**config.mk**
```make
export PLATFORM = sky130hd
export DESIGN_NAME = boot_loader_flat
export DESIGN_NICKNAME = d
export VERILOG_FILES = /design/src/rtl/boot_loader_pkg.sv /design/src/rtl/boot_loader_if.sv /design/src/rtl/boot_loader_mem_mux.sv /design/src/rtl/boot_loader.sv /design/src/flat_wrapper.sv
export SDC_FILE = /design/constraint.sdc
export NUM_CORES = 1
export LEC_CHECK = 0
export ABC_CLOCK_PERIOD_IN_PS = 6100
export CAP_MARGIN = 5
export CORE_MARGIN = 1
export CORE_UTILIZATION = 45
export CTS_BUF_LIST = sky130_fd_sc_hd__clkbuf_2
export DETAILED_ROUTE_END_ITERATION = 10
export PLACE_DENSITY = 0.71
export REMOVE_ABC_BUFFERS = 1
export SLEW_MARGIN = 20
export SYNTH_ARGS = -nofsm -noshare
export SYNTH_HDL_FRONTEND = slang
export SYNTH_SLANG_ARGS = --single-unit
```
**constraint.sdc**
```tcl
create_clock -name clk -period 6.1 [get_ports clk]
set_input_delay 1.22 -clock clk [delete_from_list [all_inputs] [get_ports clk]]
set_output_delay 1.22 -clock clk [all_outputs]
set_load 0.01 [all_outputs]
```
**src/rtl/boot_loader_pkg.sv**
```systemverilog
`default_nettype none
// ============================================================================
// Module      : boot_loader_pkg
// Description : Shared types and constants for the boot loader slice:
//               FSM state encoding, bytes per word and the checksum seed rule.
// Revision    : 1.0 - initial release
// ============================================================================
package boot_loader_pkg;

    localparam int c_BYTES_PER_WORD = 2;

    typedef enum logic [2:0] {
        S_IDLE  = 3'd0,
        S_COUNT = 3'd1,
        S_HI    = 3'd2,
        S_LO    = 3'd3,
        S_CSUM  = 3'd4,
        S_RUN   = 3'd5,
        S_ERR   = 3'd6
    } state_t;

    // The running XOR checksum starts from the word-count byte itself.
    function automatic logic [7:0] csum_seed(input logic [7:0] count);
        return count;
    endfunction

endpackage
`default_nettype wire

```
**src/rtl/boot_loader_if.sv**
```systemverilog
`default_nettype none
// ============================================================================
// Module      : boot_loader_if
// Description : Byte-stream handshake plus memory write ports (loader-facing
//               output and CPU-side write port) of the boot loader.
// Revision    : 1.0 - initial release
// ============================================================================
interface boot_loader_if #(
    parameter int ADDR_W = 8,
    parameter int DATA_W = 16
);
    logic              in_valid;
    logic [7:0]        in_data;
    logic              in_ready;
    logic              mem_we;
    logic [ADDR_W-1:0] mem_addr;
    logic [DATA_W-1:0] mem_wdata;
    logic              cpu_we;
    logic [ADDR_W-1:0] cpu_addr;
    logic [DATA_W-1:0] cpu_wdata;

    // Loader side
    modport slave (
        input  in_valid, in_data, cpu_we, cpu_addr, cpu_wdata,
        output in_ready, mem_we, mem_addr, mem_wdata
    );

    // Byte source / memory / CPU side
    modport master (
        output in_valid, in_data, cpu_we, cpu_addr, cpu_wdata,
        input  in_ready, mem_we, mem_addr, mem_wdata
    );
endinterface
`default_nettype wire

```
**src/rtl/boot_loader_mem_mux.sv**
```systemverilog
`default_nettype none
// ============================================================================
// Module      : boot_mem_mux
// Description : Memory write-port selector. The loader owns the port until
//               the CPU is released, after which the CPU port passes through.
// Revision    : 1.0 - initial release
// ============================================================================
module boot_mem_mux #(
    parameter int ADDR_W = 8,
    parameter int DATA_W = 16
) (
    input  wire logic              sel,
    input  wire logic              ld_we,
    input  wire logic [ADDR_W-1:0] ld_addr,
    input  wire logic [DATA_W-1:0] ld_wdata,
    input  wire logic              cpu_we,
    input  wire logic [ADDR_W-1:0] cpu_addr,
    input  wire logic [DATA_W-1:0] cpu_wdata,
    output logic                   mem_we,
    output logic [ADDR_W-1:0]      mem_addr,
    output logic [DATA_W-1:0]      mem_wdata
);

    // Loader by default; CPU only once released
    always_comb begin
        mem_we    = ld_we;
        mem_addr  = ld_addr;
        mem_wdata = ld_wdata;
        if (sel) begin
            mem_we    = cpu_we;
            mem_addr  = cpu_addr;
            mem_wdata = cpu_wdata;
        end
    end

endmodule
`default_nettype wire

```
**src/rtl/boot_loader.sv**
```systemverilog
`default_nettype none
// ============================================================================
// Module      : boot_loader
// Description : Receives count + big-endian 16-bit words + XOR checksum over a
//               byte valid/ready stream, writes the words to consecutive
//               memory locations and releases the CPU on a good checksum.
// Revision    : 1.0 - initial release
// ============================================================================
module boot_loader
    import boot_loader_pkg::*;
#(
    parameter int ADDR_W    = 8,
    parameter int DATA_W    = 16,
    parameter int MAX_WORDS = 128,
    parameter int BASE_ADDR = 0
) (
    input  wire logic    clk,
    input  wire logic    rst_n,
    boot_loader_if.slave bus,
    output logic         cpu_run,
    output logic         done,
    output logic         error
);

    localparam int c_IDX_W = $clog2(MAX_WORDS + 1);

    state_t              r_state;
    state_t              w_state_nxt;
    logic                r_in_ready;
    logic                r_mem_we;
    logic [ADDR_W-1:0]   r_mem_addr;
    logic [DATA_W-1:0]   r_mem_wdata;
    logic                r_cpu_run;
    logic                r_done;
    logic                r_error;
    logic [c_IDX_W-1:0]  r_idx;
    logic [7:0]          r_count;
    logic [7:0]          r_csum;
    logic [7:0]          r_hi;
    logic                w_hs;
    logic                w_bad_count;
    logic                w_last_word;
    logic [ADDR_W-1:0]   w_word_addr;

    assign w_hs        = bus.in_valid && r_in_ready;
    assign w_bad_count = (bus.in_data == 8'd0) || (int'(bus.in_data) > MAX_WORDS);
    assign w_last_word = !((int'(r_idx) + 1) < int'(r_count));
    // Address wraps modulo 2^ADDR_W if BASE_ADDR is placed too high.
    assign w_word_addr = ADDR_W'(BASE_ADDR + c_BYTES_PER_WORD * int'(r_idx));

    // State register
    always_ff @(posedge clk or negedge rst_n) begin
        if (!rst_n) r_state <= S_IDLE;
        else        r_state <= w_state_nxt;
    end

    // Next-state logic; RUN and ERR are terminal until reset
    always_comb begin
        w_state_nxt = r_state;
        case (r_state)
            S_IDLE:  w_state_nxt = S_COUNT;
            S_COUNT: if (w_hs) w_state_nxt = w_bad_count ? S_ERR : S_HI;
            S_HI:    if (w_hs) w_state_nxt = S_LO;
            S_LO:    if (w_hs) w_state_nxt = w_last_word ? S_CSUM : S_HI;
            S_CSUM:  if (w_hs) w_state_nxt = (bus.in_data == r_csum) ? S_RUN : S_ERR;
            S_RUN:   w_state_nxt = S_RUN;
            S_ERR:   w_state_nxt = S_ERR;
            default: w_state_nxt = S_IDLE;
        endcase
    end

    // Datapath: registered status flags, word assembly, checksum and writes
    always_ff @(posedge clk or negedge rst_n) begin
        if (!rst_n) begin
            r_in_ready  <= 1'b0;
            r_mem_we    <= 1'b0;
            r_mem_addr  <= ADDR_W'(BASE_ADDR);
            r_mem_wdata <= '0;
            r_cpu_run   <= 1'b0;
            r_done      <= 1'b0;
            r_error     <= 1'b0;
            r_idx       <= '0;
            r_count     <= '0;
            r_csum      <= '0;
            r_hi        <= '0;
        end else begin
            r_in_ready <= (w_state_nxt == S_COUNT) || (w_state_nxt == S_HI) ||
                          (w_state_nxt == S_LO)    || (w_state_nxt == S_CSUM);
            r_done     <= (w_state_nxt == S_RUN);
            r_cpu_run  <= (w_state_nxt == S_RUN);
            r_error    <= (w_state_nxt == S_ERR);
            r_mem_we   <= 1'b0;
            if (w_hs) begin
                case (r_state)
                    S_COUNT: begin
                        r_count <= bus.in_data;
                        r_csum  <= csum_seed(bus.in_data);
                    end
                    S_HI: begin
                        r_hi   <= bus.in_data;
                        r_csum <= r_csum ^ bus.in_data;
                    end
                    S_LO: begin
                        r_csum      <= r_csum ^ bus.in_data;
                        r_mem_we    <= 1'b1;
                        r_mem_addr  <= w_word_addr;
                        r_mem_wdata <= DATA_W'({r_hi, bus.in_data});
                        r_idx       <= r_idx + c_IDX_W'(1);
                    end
                    default: ;
                endcase
            end
        end
    end

    assign bus.in_ready = r_in_ready;
    assign cpu_run      = r_cpu_run;
    assign done         = r_done;
    assign error        = r_error;

    boot_mem_mux #(
        .ADDR_W (ADDR_W),
        .DATA_W (DATA_W)
    ) u_mem_mux (
        .sel       (r_cpu_run),
        .ld_we     (r_mem_we),
        .ld_addr   (r_mem_addr),
        .ld_wdata  (r_mem_wdata),
        .cpu_we    (bus.cpu_we),
        .cpu_addr  (bus.cpu_addr),
        .cpu_wdata (bus.cpu_wdata),
        .mem_we    (bus.mem_we),
        .mem_addr  (bus.mem_addr),
        .mem_wdata (bus.mem_wdata)
    );

endmodule
`default_nettype wire

```
**src/flat_wrapper.sv**
```systemverilog
// flat-port wrapper written by rule: the top's interface ports become plain ports
module boot_loader_flat import boot_loader_pkg::*;
#(
    parameter int ADDR_W    = 8,
    parameter int DATA_W    = 16,
    parameter int MAX_WORDS = 128,
    parameter int BASE_ADDR = 0
)
  (clk, rst_n, cpu_run, done, error, bus_in_valid, bus_in_data, bus_cpu_we, bus_cpu_addr, bus_cpu_wdata, bus_in_ready, bus_mem_we, bus_mem_addr, bus_mem_wdata);
  boot_loader_if #(.ADDR_W(ADDR_W), .DATA_W(DATA_W)) bus_i ();
  input  wire logic clk;
  input  wire logic rst_n;
  output logic cpu_run;
  output logic done;
  output logic error;
  input wire logic [$bits(bus_i.in_valid)-1:0] bus_in_valid;
  input wire logic [$bits(bus_i.in_data)-1:0] bus_in_data;
  input wire logic [$bits(bus_i.cpu_we)-1:0] bus_cpu_we;
  input wire logic [$bits(bus_i.cpu_addr)-1:0] bus_cpu_addr;
  input wire logic [$bits(bus_i.cpu_wdata)-1:0] bus_cpu_wdata;
  output wire logic [$bits(bus_i.in_ready)-1:0] bus_in_ready;
  output wire logic [$bits(bus_i.mem_we)-1:0] bus_mem_we;
  output wire logic [$bits(bus_i.mem_addr)-1:0] bus_mem_addr;
  output wire logic [$bits(bus_i.mem_wdata)-1:0] bus_mem_wdata;
  assign bus_i.in_valid = bus_in_valid;
  assign bus_i.in_data = bus_in_data;
  assign bus_i.cpu_we = bus_cpu_we;
  assign bus_i.cpu_addr = bus_cpu_addr;
  assign bus_i.cpu_wdata = bus_cpu_wdata;
  assign bus_in_ready = bus_i.in_ready;
  assign bus_mem_we = bus_i.mem_we;
  assign bus_mem_addr = bus_i.mem_addr;
  assign bus_mem_wdata = bus_i.mem_wdata;
  boot_loader #(.ADDR_W(ADDR_W), .DATA_W(DATA_W), .MAX_WORDS(MAX_WORDS), .BASE_ADDR(BASE_ADDR)) u_core (.clk(clk), .rst_n(rst_n), .bus(bus_i), .cpu_run(cpu_run), .done(done), .error(error));
endmodule
```
Word-level counts from Yosys, hierarchy flattened
Index checks and enable logic that the tools add are counted.

Add/sub/neg operators: 2. $lt $le $gt $ge: 2. Eq/ne operators: 13. Mux-type cells: 14. Bitwise operators: 1. Reduce and logical (&&, ||, !) cells: 13.

Operator list (count): $lt A32 B9 Y1 (1); $pmux W3 S7 (1); $eq A3 B3 Y1 const B (6); $mux W3 (6); $mux W16 (1); $pmux W8 S2 (1); $eq A3 B2 Y1 const B (4); $add A8 B1 Y9 const B (1); $add A8 B1 Y8 const B (1); $eq A8 B8 Y1 (1); $gt A8 B8 Y1 const B (1); $logic_not A8 Y1 (1); $mux W8 (1); $reduce_and A2 Y1 (4); $xor A8 B8 Y8 (1); $eq A3 B1 Y1 const B (2); $logic_or A1 B1 Y1 (4); $logic_not A3 Y1 (1); $mux W1 (3); $mux W2 (1); $reduce_bool A2 Y1 (1); $reduce_or A2 Y1 (1); $logic_and A1 B1 Y1 (1).

Flip-flop bits (word level): 62. Input port bits: 36. Output and inout port bits: 29.

Longest topological paths before layout
Gate-level depths: netlist of run 1.

Word-level depth: 9. Gate-level depth with buffers: 10. Depth with buffers taken out: 10.

By module
Synthesis of run 1 repeated with hierarchy kept, for this count alone.

Cells, all modules: 340. Area, all modules: 3403.3 um^2.

Modules (own cells, without submodules): boot_loader (instances 1, cells an instance 312, area each 2995.4 um^2); boot_mem_mux (instances 1, cells an instance 28, area each 407.9 um^2).

Worst setup path after synthesis of run 1
No wires, ideal clock.

Path kind: in2out. From: input port bus_cpu_addr[1]. To: output port bus_mem_addr[1]. Data arrival time: 1.495 ns. Slack: 3.385 ns. Cell stages on the path: 1. Cells stage by stage: mux2_2.

Cells in the longest elaborated chain, start to end: 1.

RTL lines: start: declaration (line flat_wrapper.sv:19) `input wire logic [$bits(bus_i.cpu_addr)-1:0] bus_cpu_addr;`; $mux W8 (line boot_loader_mem_mux.sv:29) `if (sel) begin`; end: declaration (line flat_wrapper.sv:23) `output wire logic [$bits(bus_i.mem_addr)-1:0] bus_mem_addr;`.

Every way passes these cells.

Final worst setup path of run 1
From: input port bus_cpu_wdata[5]. To: output port bus_mem_wdata[5].

Cells in the longest elaborated chain, start to end: 1.

RTL lines: start: declaration (line flat_wrapper.sv:20) `input wire logic [$bits(bus_i.cpu_wdata)-1:0] bus_cpu_wdata;`; $mux W16 (line boot_loader_mem_mux.sv:29); end: declaration (line flat_wrapper.sv:24) `output wire logic [$bits(bus_i.mem_wdata)-1:0] bus_mem_wdata;`.

Every way passes these cells.

==> results.sh, run 1 <==
export IMPL_path_cells="clkdlybuf4s50_1, mux2_2, clkdlybuf4s50_1"
export IMPL_antennaDiodeCount=0
export IMPL_seqPwrFrac_pct=40.5
export IMPL_syn_cell_area_um2=3220
export IMPL_postCtsSetupRepairBufs=0
export IMPL_rr_worst_depth=10
export IMPL_vias=2457
export IMPL_wl_per_cell_um=13.0
export IMPL_rrSetupSlack_ns=3.51
export IMPL_synth_top_family_by_area="simple AND/OR/NAND/NOR gates"
export IMPL_slew_violations=0
export IMPL_critPathArrivalTime_ns=2.38
export IMPL_multiInputGateArea_um2=1510
export IMPL_synth_seq_cells=62
export IMPL_fmax_mhz=278
export IMPL_avgSynthCellArea_um2=9.70
export IMPL_finalSetupViolCount=0
export IMPL_hp_start="u_core.r_hi[6]$_DFFE_PN0P_"
export IMPL_grt_max_degree=63
export IMPL_synthSimpleGateAreaFrac_pct=17.5
export IMPL_grt_pass1_wl_um=10400
export IMPL_antenna_found_initial=0
export IMPL_combinationalPowerShare_pct=42.6
export IMPL_cts_resized=0
export IMPL_fin_skew_ns=0.0268
export IMPL_cts_buffer_depth=2
export IMPL_grt_overflow=0
export IMPL_final_nets=429
export IMPL_finalHoldViolations=0
export IMPL_hold_depth=2
export IMPL_most_common_layout_cells="nand2_1, clkdlybuf4s50_1, dfrtp_1, mux2_2, a21oi_1"
export IMPL_fin_crit_sh_pct=59.0
export IMPL_rsz0062_at_grt="false"
export IMPL_row_count=30
export IMPL_crit_buf_inv=2
export IMPL_hold_class="reg2reg"
export IMPL_routed_wirelength_um=6330
export IMPL_seq_area_um2=1550
export IMPL_first_iter_violations=96
export IMPL_critical_path_top_delay_family="buffers and inverters"
export IMPL_synth_fa_ha_area_share_pct=3.11
export IMPL_grt_pass1_vias=2279
export IMPL_crit_fanout=1
export IMPL_syn_to_final_growth_pct=24.4
export IMPL_ir_worst_vdd_v=0.000297
export IMPL_min_period_ns=3.60
export IMPL_synth_compound_area_share_pct=8.59
export IMPL_drive_above_1_share_pct=15.4
export IMPL_htreeDepth=3
export IMPL_cp_start_kind="primary input"
export IMPL_dieWidth_um=86.6
export IMPL_crit_slowest_cell="clkdlybuf4s50_1"
export IMPL_tritoncts="yes"
export IMPL_path_depth=3
export IMPL_p_sw_mw=0.621
export IMPL_worstPathRequired_ns=4.88
export IMPL_synth_seq_area_share_pct=48.2
export IMPL_ant_nets=0
export IMPL_hold_ws_ns=0.476
export IMPL_numCtsBuffers=9
export IMPL_power_frac_clock_pct=16.9
export IMPL_clock_sinks=62
export IMPL_insertion_delay_ns=0.50
export IMPL_path_class="in2out"
export IMPL_final_setup_worst_slack_ns=2.50
export IMPL_reg2reg_to="u_core.bus.in_ready$_DFF_PN0_"
export IMPL_cpMostUsedCell="clkdlybuf4s50_1"
export IMPL_clk_pin_slew_worst_paths_ns=0.18
export IMPL_cell_internal_pwr_mw=1.12
export IMPL_power_total_mw=1.74
export IMPL_clock_root_buffer="clkbuf_2"
export IMPL_r2r_start="u_core.r_idx[0]$_DFFE_PN0P_"
export IMPL_cts_hold_fix_buffers=0
export IMPL_power_density_nw_per_um2=434
export IMPL_post_place_ws_ns=1.92
export IMPL_synth_cell_type_count=41
export IMPL_endpoint_kind="output port"
export IMPL_die_h_um=86.6
export IMPL_leakagePower_nw=1.83
export IMPL_synth_xor_area_share_pct=5.98
export IMPL_maxCapViolations=0
export IMPL_coreArea_um2=6870
export IMPL_drcViolationCount=0
export IMPL_netSwitchingFraction_pct=35.7
export IMPL_crit_path_start="bus_cpu_wdata[5]"
export IMPL_final_area_um2=4010
export IMPL_ys_warn_count=0
export IMPL_hold_end="u_core.r_mem_wdata[14]$_DFFE_PN0P_"
export IMPL_synthMuxAreaShare_pct=11.5
export IMPL_viasPerCell=5.06
export IMPL_initial_core_util_pct=46.9
export IMPL_io_pins=65
export IMPL_tightest_slew_ns=0.999
export IMPL_portBuffers=64
export IMPL_track_usage_pct=18.2
export IMPL_firstDrtPassIters=4
export IMPL_status="completed"
export IMPL_fin_tns_setup_ns=0
export IMPL_dp_hpwl_um=4390
export IMPL_final_common_cell="nand2_1"
export IMPL_dpl_instance_area_um2=3860
export IMPL_relSlewSlack_pct=33.2
export IMPL_gp_congestion=0.827
export IMPL_die_area_um2=7500
export IMPL_max_stage_delay_ns=0.49
export IMPL_synthCells=332
export IMPL_fill_cells=623
## power by group through the flow
stage | clock network [mW] | logic (mW) | registers [mW]
floorplan | 0 | 0.464 | 0.686
global placement | 0 | 0.721 | 0.715
detailed placement | 0 | 0.746 | 0.719
CTS | 0.303 | 0.752 | 0.709
global route | 0.324 | 0.822 | 0.731
finish | 0.293 | 0.741 | 0.704
## synthesized netlist by cell type, drive strengths merged
library cell | n | area share, %
a41oi | 1 | 0.27
a221oi | 1 | 0.27
a32o | 1 | 0.31
nor2b | 1 | 0.19
a31oi | 1 | 0.19
nor4b | 1 | 0.47
and3 | 1 | 0.19
a21oi | 19 | 3.0
nor3 | 3 | 0.47
or4 | 1 | 0.35
a22oi | 1 | 0.23
nor2 | 9 | 1.0
nor3b | 1 | 0.23
buf | 13 | 2.7
nand3 | 11 | 1.7
nor4 | 4 | 1.4
or2 | 1 | 0.19
dfrtp | 62 | 48
and2 | 3 | 0.58
clkbuf | 11 | 1.3
o41a | 1 | 0.35
xnor2 | 6 | 1.6
ha | 8 | 3.1
inv | 9 | 1.0
nand2 | 88 | 10
a211o | 1 | 0.27
a21boi | 3 | 0.70
xor2 | 16 | 4.4
nand2b | 1 | 0.19
mux2 | 33 | 12
o21ai | 18 | 2.8
a21o | 1 | 0.23
nand4 | 1 | 0.19
## sequential cells by signal, summed over array words and instances (netlist names)
| register | cells |
|---|---|
| u_core.r_hi | 8 |
| u_core.r_count | 8 |
| u_core.r_mem_wdata | 16 |
| u_core.r_mem_we | 1 |
| u_core.r_csum | 8 |
| u_core.r_mem_addr | 7 |
| u_core.cpu_run | 1 |
| u_core.error | 1 |
| u_core.bus.in_ready | 1 |
| u_core.r_idx | 8 |
| u_core.r_state | 3 |
## routing by layer
metal	track usage (%)	routed length [µm]	vias to the layer above
li1	-	-	1210
met1	22.3	2940	1196
met2	29.6	3080	46
met3	5.33	234	5
met4	8.48	68	0
met5	0	0	-
## cells by family after synthesis
logic type / after synthesis
xor+xnor: 22
flops: 62
compound gates: 48
simple gates: 126
buf+inv: 33
fa+ha+maj: 8
mux: 33
## per-stage QoR
step / std cells / util, %
5_1_grt: 486 / 58.3
4_1_cts: 486 / 58.3
2_1_floorplan: 308 / -
3_3_place_gp: 470 / 56.2
3_5_place_dp: 470 / 56.2
6_report: 486 / 58.3
## layout make-up
cell class | count | share of cell area, %
Tap cell | 96 | 3.00
Inverter | 9 | 0.843
Multi-Input combinational cell | 237 | 37.6
Timing Repair Buffer | 66 | 16.2
Clock buffer | 9 | 1.12
Sequential cell | 62 | 38.7
Clock inverter | 7 | 2.44
## tightest hold or removal path, stage by stage (launching register included)
cell	delay (ns)
dfrtp_1	0.38
nand2_1	0.05
nand2_1	0.05
## worst max path at each step
stage                                               end  slack (ns)
final                                  bus_mem_wdata[5]        2.50
after detailed placement  u_core.bus.in_ready$_DFF_PN0_        1.92
after CTS                              bus_mem_wdata[5]        2.26
after global placement    u_core.bus.in_ready$_DFF_PN0_        2.04
after global routing                   bus_mem_wdata[5]        2.47
after floorplan           u_core.bus.in_ready$_DFF_PN0_        3.09
Note: power is estimated with default switching activity, not from simulation.
==> run 2, diff against run 1 <==
Settings changed: ABC_CLOCK_PERIOD_IN_PS 6100 to 3250, PLACE_DENSITY 0.71 to 0.74.
Clock period 6.1 ns to 3.25 ns, I/O delays scaled along.
==> results.sh, run 2 (synthesis gave the netlist of run 1 again) <==
export IMPL_status="completed"
export IMPL_fin_skew_ns=0.0200
export IMPL_cts_buffer_depth=2
export IMPL_crit_fanout=16
export IMPL_die_area_um2=7500
export IMPL_fin_tns_setup_ns=0
export IMPL_critPathArrivalTime_ns=2.27
export IMPL_maxCapViolations=0
export IMPL_portBuffers=64
export IMPL_worstPathRequired_ns=2.60
export IMPL_finalHoldViolations=0
export IMPL_endpoint_kind="output port"
export IMPL_die_h_um=86.6
export IMPL_ir_worst_vdd_v=0.000378
export IMPL_cts_hold_fix_buffers=0
export IMPL_most_common_layout_cells="nand2_1, clkdlybuf4s50_1, dfrtp_1, mux2_2, a21oi_1"
export IMPL_relSlewSlack_pct=36.1
export IMPL_tritoncts="yes"
export IMPL_largest_register_ffs=16
export IMPL_grt_max_degree=35
export IMPL_final_setup_worst_slack_ns=0.326
export IMPL_gp_congestion=0.803
export IMPL_postCtsSetupRepairBufs=0
export IMPL_leakagePower_nw=1.84
export IMPL_grt_pass1_vias=2439
export IMPL_drcViolationCount=0
export IMPL_slew_violations=0
export IMPL_viasPerCell=5.19
export IMPL_cts_resized=0
export IMPL_routed_wirelength_um=6920
export IMPL_tightest_slew_ns=0.957
export IMPL_grt_overflow=0
export IMPL_io_pins=65
export IMPL_hold_class="in2async"
export IMPL_fill_cells=597
export IMPL_initial_core_util_pct=46.9
export IMPL_firstDrtPassIters=6
export IMPL_dieWidth_um=86.6
export IMPL_dp_hpwl_um=5060
export IMPL_clock_root_buffer="clkbuf_2"
export IMPL_fmax_mhz=342
export IMPL_vias=2539
export IMPL_first_iter_violations=154
export IMPL_rsz0062_at_grt="false"
export IMPL_post_place_ws_ns=0.558
export IMPL_cp_start_kind="flip-flop"
export IMPL_dpl_instance_area_um2=3950
export IMPL_htreeDepth=3
export IMPL_finalSetupViolCount=0
export IMPL_final_nets=438
export IMPL_antennaDiodeCount=0
export IMPL_final_area_um2=4000
export IMPL_coreArea_um2=6870
export IMPL_fin_crit_sh_pct=90.0
export IMPL_antenna_found_initial=0
export IMPL_row_count=30
export IMPL_clk_pin_slew_worst_paths_ns=0.16
export IMPL_top_register="u_core.r_mem_wdata"
export IMPL_syn_to_final_growth_pct=24.3
export IMPL_path_class="reg2out"
export IMPL_drive_above_1_share_pct=15.3
export IMPL_grt_pass1_wl_um=11400
export IMPL_numCtsBuffers=9
export IMPL_hold_ws_ns=0.218
export IMPL_insertion_delay_ns=0.48
export IMPL_wl_per_cell_um=14.2
export IMPL_min_period_ns=2.92
export IMPL_ant_nets=0
export IMPL_track_usage_pct=20.0
export IMPL_final_common_cell="nand2_1"
export IMPL_clock_sinks=62
export IMPL_power_density_nw_per_um2=776
-- run 2: cell count changes in the layout (fill, tap and decap cells not counted), moves of 2 or more --
cell / previous run / this run
buf_12: 0 / 2
buf_4: 2 / 9
bufinv_16: 2 / 0
clkinvlp_4: 2 / 0
-- run 2: layout make-up --
type | instances | area [µm²] | share of cell area (%)
clock inverter | 1 | 3.75 | 0.0938
clock buffer | 9 | 45.0 | 1.13
timing repair buffer | 75 | 743 | 18.6
multi-input combinational | 237 | 1510 | 37.6
sequential | 62 | 1550 | 38.8
inverter | 9 | 33.8 | 0.844
tap | 96 | 120 | 3.00
-- run 2: metrics by stage --
step	utilization (%)	std cells	power, mW
floorplan	-	308	2.16
global placement	57.6	479	2.74
detailed placement	57.6	479	2.81
CTS	58.3	489	3.13
global route	58.3	489	3.36
finish	58.3	489	3.10
-- run 2: power by group --
group          total (mW)  internal (mW)  leakage, nW  switching (mW)
Combinational        1.47          0.795         1.02           0.672
Sequential           1.32           1.08        0.779           0.239
Clock               0.318         0.0740       0.0390           0.244
-- run 2: critical path: stages, from the launching register on --
cell	delay [ns]
dfrtp_1	0.73
buf_12	0.23
mux2_2	0.34
clkdlybuf4s50_1	0.48
-- run 2: final timing paths --
check                                                  from                                  to  slack, ns  cells after the start
worst max-delay path               u_core.cpu_run$_DFF_PN0_                    bus_mem_wdata[4]       0.33                      3
worst min-delay path                                  rst_n   u_core.r_mem_wdata[0]$_DFFE_PN0P_       0.22                      1
worst max register to register  u_core.r_idx[0]$_DFFE_PN0P_       u_core.bus.in_ready$_DFF_PN0_       0.69                     10
worst min register to register   u_core.r_hi[3]$_DFFE_PN0P_  u_core.r_mem_wdata[11]$_DFFE_PN0P_       0.48                      2
max in group asynchronous                             rst_n          u_core.r_hi[5]$_DFFE_PN0P_       2.38                      2
min in group clk                 u_core.r_hi[3]$_DFFE_PN0P_  u_core.r_mem_wdata[11]$_DFFE_PN0P_       0.48                      2
-- run 2: layer usage --
| layer | up-vias | wire [µm] | track usage (%) |
|---|---|---|---|
| met5 | - | 0 | 0 |
| met4 | 0 | 147 | 10.0 |
| met3 | 15 | 378 | 2.86 |
| met2 | 73 | 3200 | 32.0 |
| met1 | 1218 | 3190 | 26.6 |
| li1 | 1233 | - | - |
==> run 3, diff against run 2 <==
Settings changed: ABC_AREA set to 1, CORE_UTILIZATION 45 to 48, PLACE_DENSITY 0.74 to 0.78.
==> results.sh, run 3 <==
export IMPL_fill_cells=592
export IMPL_ys_warn_count=0
export IMPL_maxCapViolations=0
export IMPL_fin_tns_setup_ns=0
export IMPL_multiInputGateArea_um2=1370
export IMPL_synth_area_leader_cell="dfrtp_1"
export IMPL_tightest_slew_ns=0.658
export IMPL_clock_sinks=62
export IMPL_synth_seq_area_share_pct=47.4
export IMPL_final_common_cell="nand2_1"
export IMPL_track_usage_pct=21.4
export IMPL_synthTopCellsByArea="dfrtp_1, nand2_1, o21ai_0, inv_1, ha_1"
export IMPL_clock_root_buffer="clkbuf_2"
export IMPL_relSlewSlack_pct=56.1
export IMPL_dp_cells=562
export IMPL_slew_violations=0
export IMPL_final_area_um2=4070
export IMPL_fin_skew_ns=0.00770
export IMPL_antenna_found_initial=0
export IMPL_status="completed"
export IMPL_vias=2860
export IMPL_die_h_um=84.6
export IMPL_firstDrtPassIters=6
export IMPL_synth_fa_ha_area_share_pct=3.06
export IMPL_p_sw_mw=1.38
export IMPL_fmax_mhz=379
export IMPL_most_common_layout_cells="nand2_1, o21ai_0, clkdlybuf4s50_1, inv_1, dfrtp_1"
export IMPL_yosys_cell_count_top_type="nand2_1"
export IMPL_crit_fanout=29
export IMPL_routed_wirelength_um=7000
export IMPL_syn_to_final_growth_pct=24.4
export IMPL_post_route_util_pct=63.1
export IMPL_post_place_ws_ns=0.777
export IMPL_path_class="reg2out"
export IMPL_syn_cell_area_um2=3270
export IMPL_crit_slowest_cell="clkdlybuf4s50_1"
export IMPL_coreArea_um2=6460
export IMPL_finalHoldViolations=0
export IMPL_power_total_mw=3.47
export IMPL_wl_per_cell_um=12.1
export IMPL_synthCells=431
export IMPL_synth_seq_cells=62
export IMPL_final_setup_worst_slack_ns=0.614
export IMPL_portBuffers=64
export IMPL_synth_compound_area_share_pct=15.2
export IMPL_dpl_instance_area_um2=3950
export IMPL_dieWidth_um=84.6
export IMPL_synth_xor_area_share_pct=1.34
export IMPL_combinationalPowerShare_pct=47.5
export IMPL_tritoncts="yes"
export IMPL_top_register="u_core.r_mem_wdata"
export IMPL_synth_cell_type_count=29
export IMPL_max_stage_delay_ns=0.48
export IMPL_antennaDiodeCount=0
export IMPL_critPathArrivalTime_ns=1.99
export IMPL_row_count=29
export IMPL_viasPerCell=4.95
export IMPL_drive_above_1_share_pct=6.39
export IMPL_initial_core_util_pct=50.7
export IMPL_avgSynthCellArea_um2=7.60
export IMPL_yosys_top_cells_count="nand2_1, o21ai_0, dfrtp_1, inv_1, nor2_1"
export IMPL_numCtsBuffers=9
export IMPL_cts_buffer_depth=2
export IMPL_leakagePower_nw=1.94
export IMPL_final_nets=540
export IMPL_cts_resized=0
export IMPL_drcViolationCount=0
export IMPL_ant_nets=0
export IMPL_finalSetupViolCount=0
export IMPL_synthMuxAreaShare_pct=0.344
export IMPL_htreeDepth=3
export IMPL_io_pins=65
export IMPL_path_cells="buf_4, mux2_2, clkdlybuf4s50_1"
export IMPL_netSwitchingFraction_pct=39.8
export IMPL_synth_edf_count=0
export IMPL_power_density_nw_per_um2=851
export IMPL_ys_flop_type="dfrtp_1"
export IMPL_die_area_um2=7160
export IMPL_grt_pass1_vias=2642
export IMPL_seqPwrFrac_pct=37.5
export IMPL_final_cells=578
export IMPL_synth_async_reset_ratio_pct=100
export IMPL_grt_overflow=0
export IMPL_dp_hpwl_um=5000
export IMPL_insertion_delay_ns=0.49
export IMPL_grt_max_degree=40
export IMPL_synthSimpleGateAreaFrac_pct=21.9
export IMPL_cts_hold_fix_buffers=0
export IMPL_cell_internal_pwr_mw=2.09
export IMPL_fin_crit_sh_pct=81.1
export IMPL_worstPathRequired_ns=2.60
export IMPL_rsz0062_at_grt="false"
export IMPL_yosys_area_top_type_share_pct=47.4
export IMPL_first_iter_violations=168
export IMPL_grt_pass1_wl_um=11900
export IMPL_hold_ws_ns=0.160
export IMPL_gp_congestion=0.867
export IMPL_power_frac_clock_pct=15.0
export IMPL_cp_start_kind="flip-flop"
export IMPL_largest_register_ffs=16
export IMPL_clk_pin_slew_worst_paths_ns=0.17
export IMPL_postCtsSetupRepairBufs=0
export IMPL_hold_class="in2async"
export IMPL_endpoint_kind="output port"
export IMPL_min_period_ns=2.64
export IMPL_synth_top_family_by_area="simple AND/OR/NAND/NOR gates"
export IMPL_ir_worst_vdd_v=0.000465
export IMPL_seq_area_um2=1550
-- run 3: changes by cell type after synthesis, sizes merged, moves of 6 or more --
cell	before	now
mux2	33	1
o21ai	18	89
xnor2	6	0
inv	9	67
xor2	16	5
a21oi	19	6
nand2	88	145
-- run 3: logic make-up after synthesis --
| family | count (synthesis) |
|---|---|
| AND/OR/NAND/NOR | 175 |
| buffers and inverters | 83 |
| adder cells (fa/ha/maj) | 8 |
| XOR/XNOR | 5 |
| flip-flops | 62 |
| AO/OA/AOI/OAI | 97 |
| multiplexers | 1 |
-- run 3: metal layers --
layer  wire [µm]  track usage, %
met2        3430            35.6
met3         287            5.51
met4         111            7.40
met1        3170            27.3
met5           0               0
-- run 3: final cells by class --
cell class                 instances  share of cell area [%]
clock buffer                       9                    1.11
timing repair buffer              70                    16.7
inverter                          67                    6.17
tap                               77                    2.36
sequential                        62                    38.1
multi-input combinational        286                    33.6
clock inverter                     7                    1.93
-- run 3: power groups by stage --
stage	clock network, mW	registers [mW]	logic [mW]
finish	0.521	1.30	1.65
global route	0.568	1.34	1.88
CTS	0.527	1.30	1.66
detailed placement	0	1.32	1.64
global placement	0	1.30	1.57
floorplan	0	1.29	1.00
-- run 3: critical path: cells and delay by family, from the launching register on --
| kind | cells | cell delay, ns |
|---|---|---|
| mux | 1 | 0.37 |
| flops | 1 | 0.38 |
| buf+inv | 2 | 0.74 |
-- run 3: final timing paths --
path | startpoint | to | slack [ns] | cells past startpoint
max reg2reg | u_core.r_idx[0]$_DFFE_PN0P_ | u_core.bus.in_ready$_DFF_PN0_ | 0.82 | 13
max | u_core.cpu_run$_DFF_PN0_ | bus_mem_we | 0.61 | 3
min in group clk | u_core.r_hi[6]$_DFFE_PN0P_ | u_core.r_hi[6]$_DFFE_PN0P_ | 0.51 | 2
max in group asynchronous | rst_n | u_core.r_mem_addr[2]$_DFFE_PN0P_ | 2.39 | 2
min | rst_n | u_core.r_mem_wdata[1]$_DFFE_PN0P_ | 0.16 | 1
min reg2reg | u_core.r_hi[6]$_DFFE_PN0P_ | u_core.r_hi[6]$_DFFE_PN0P_ | 0.51 | 2
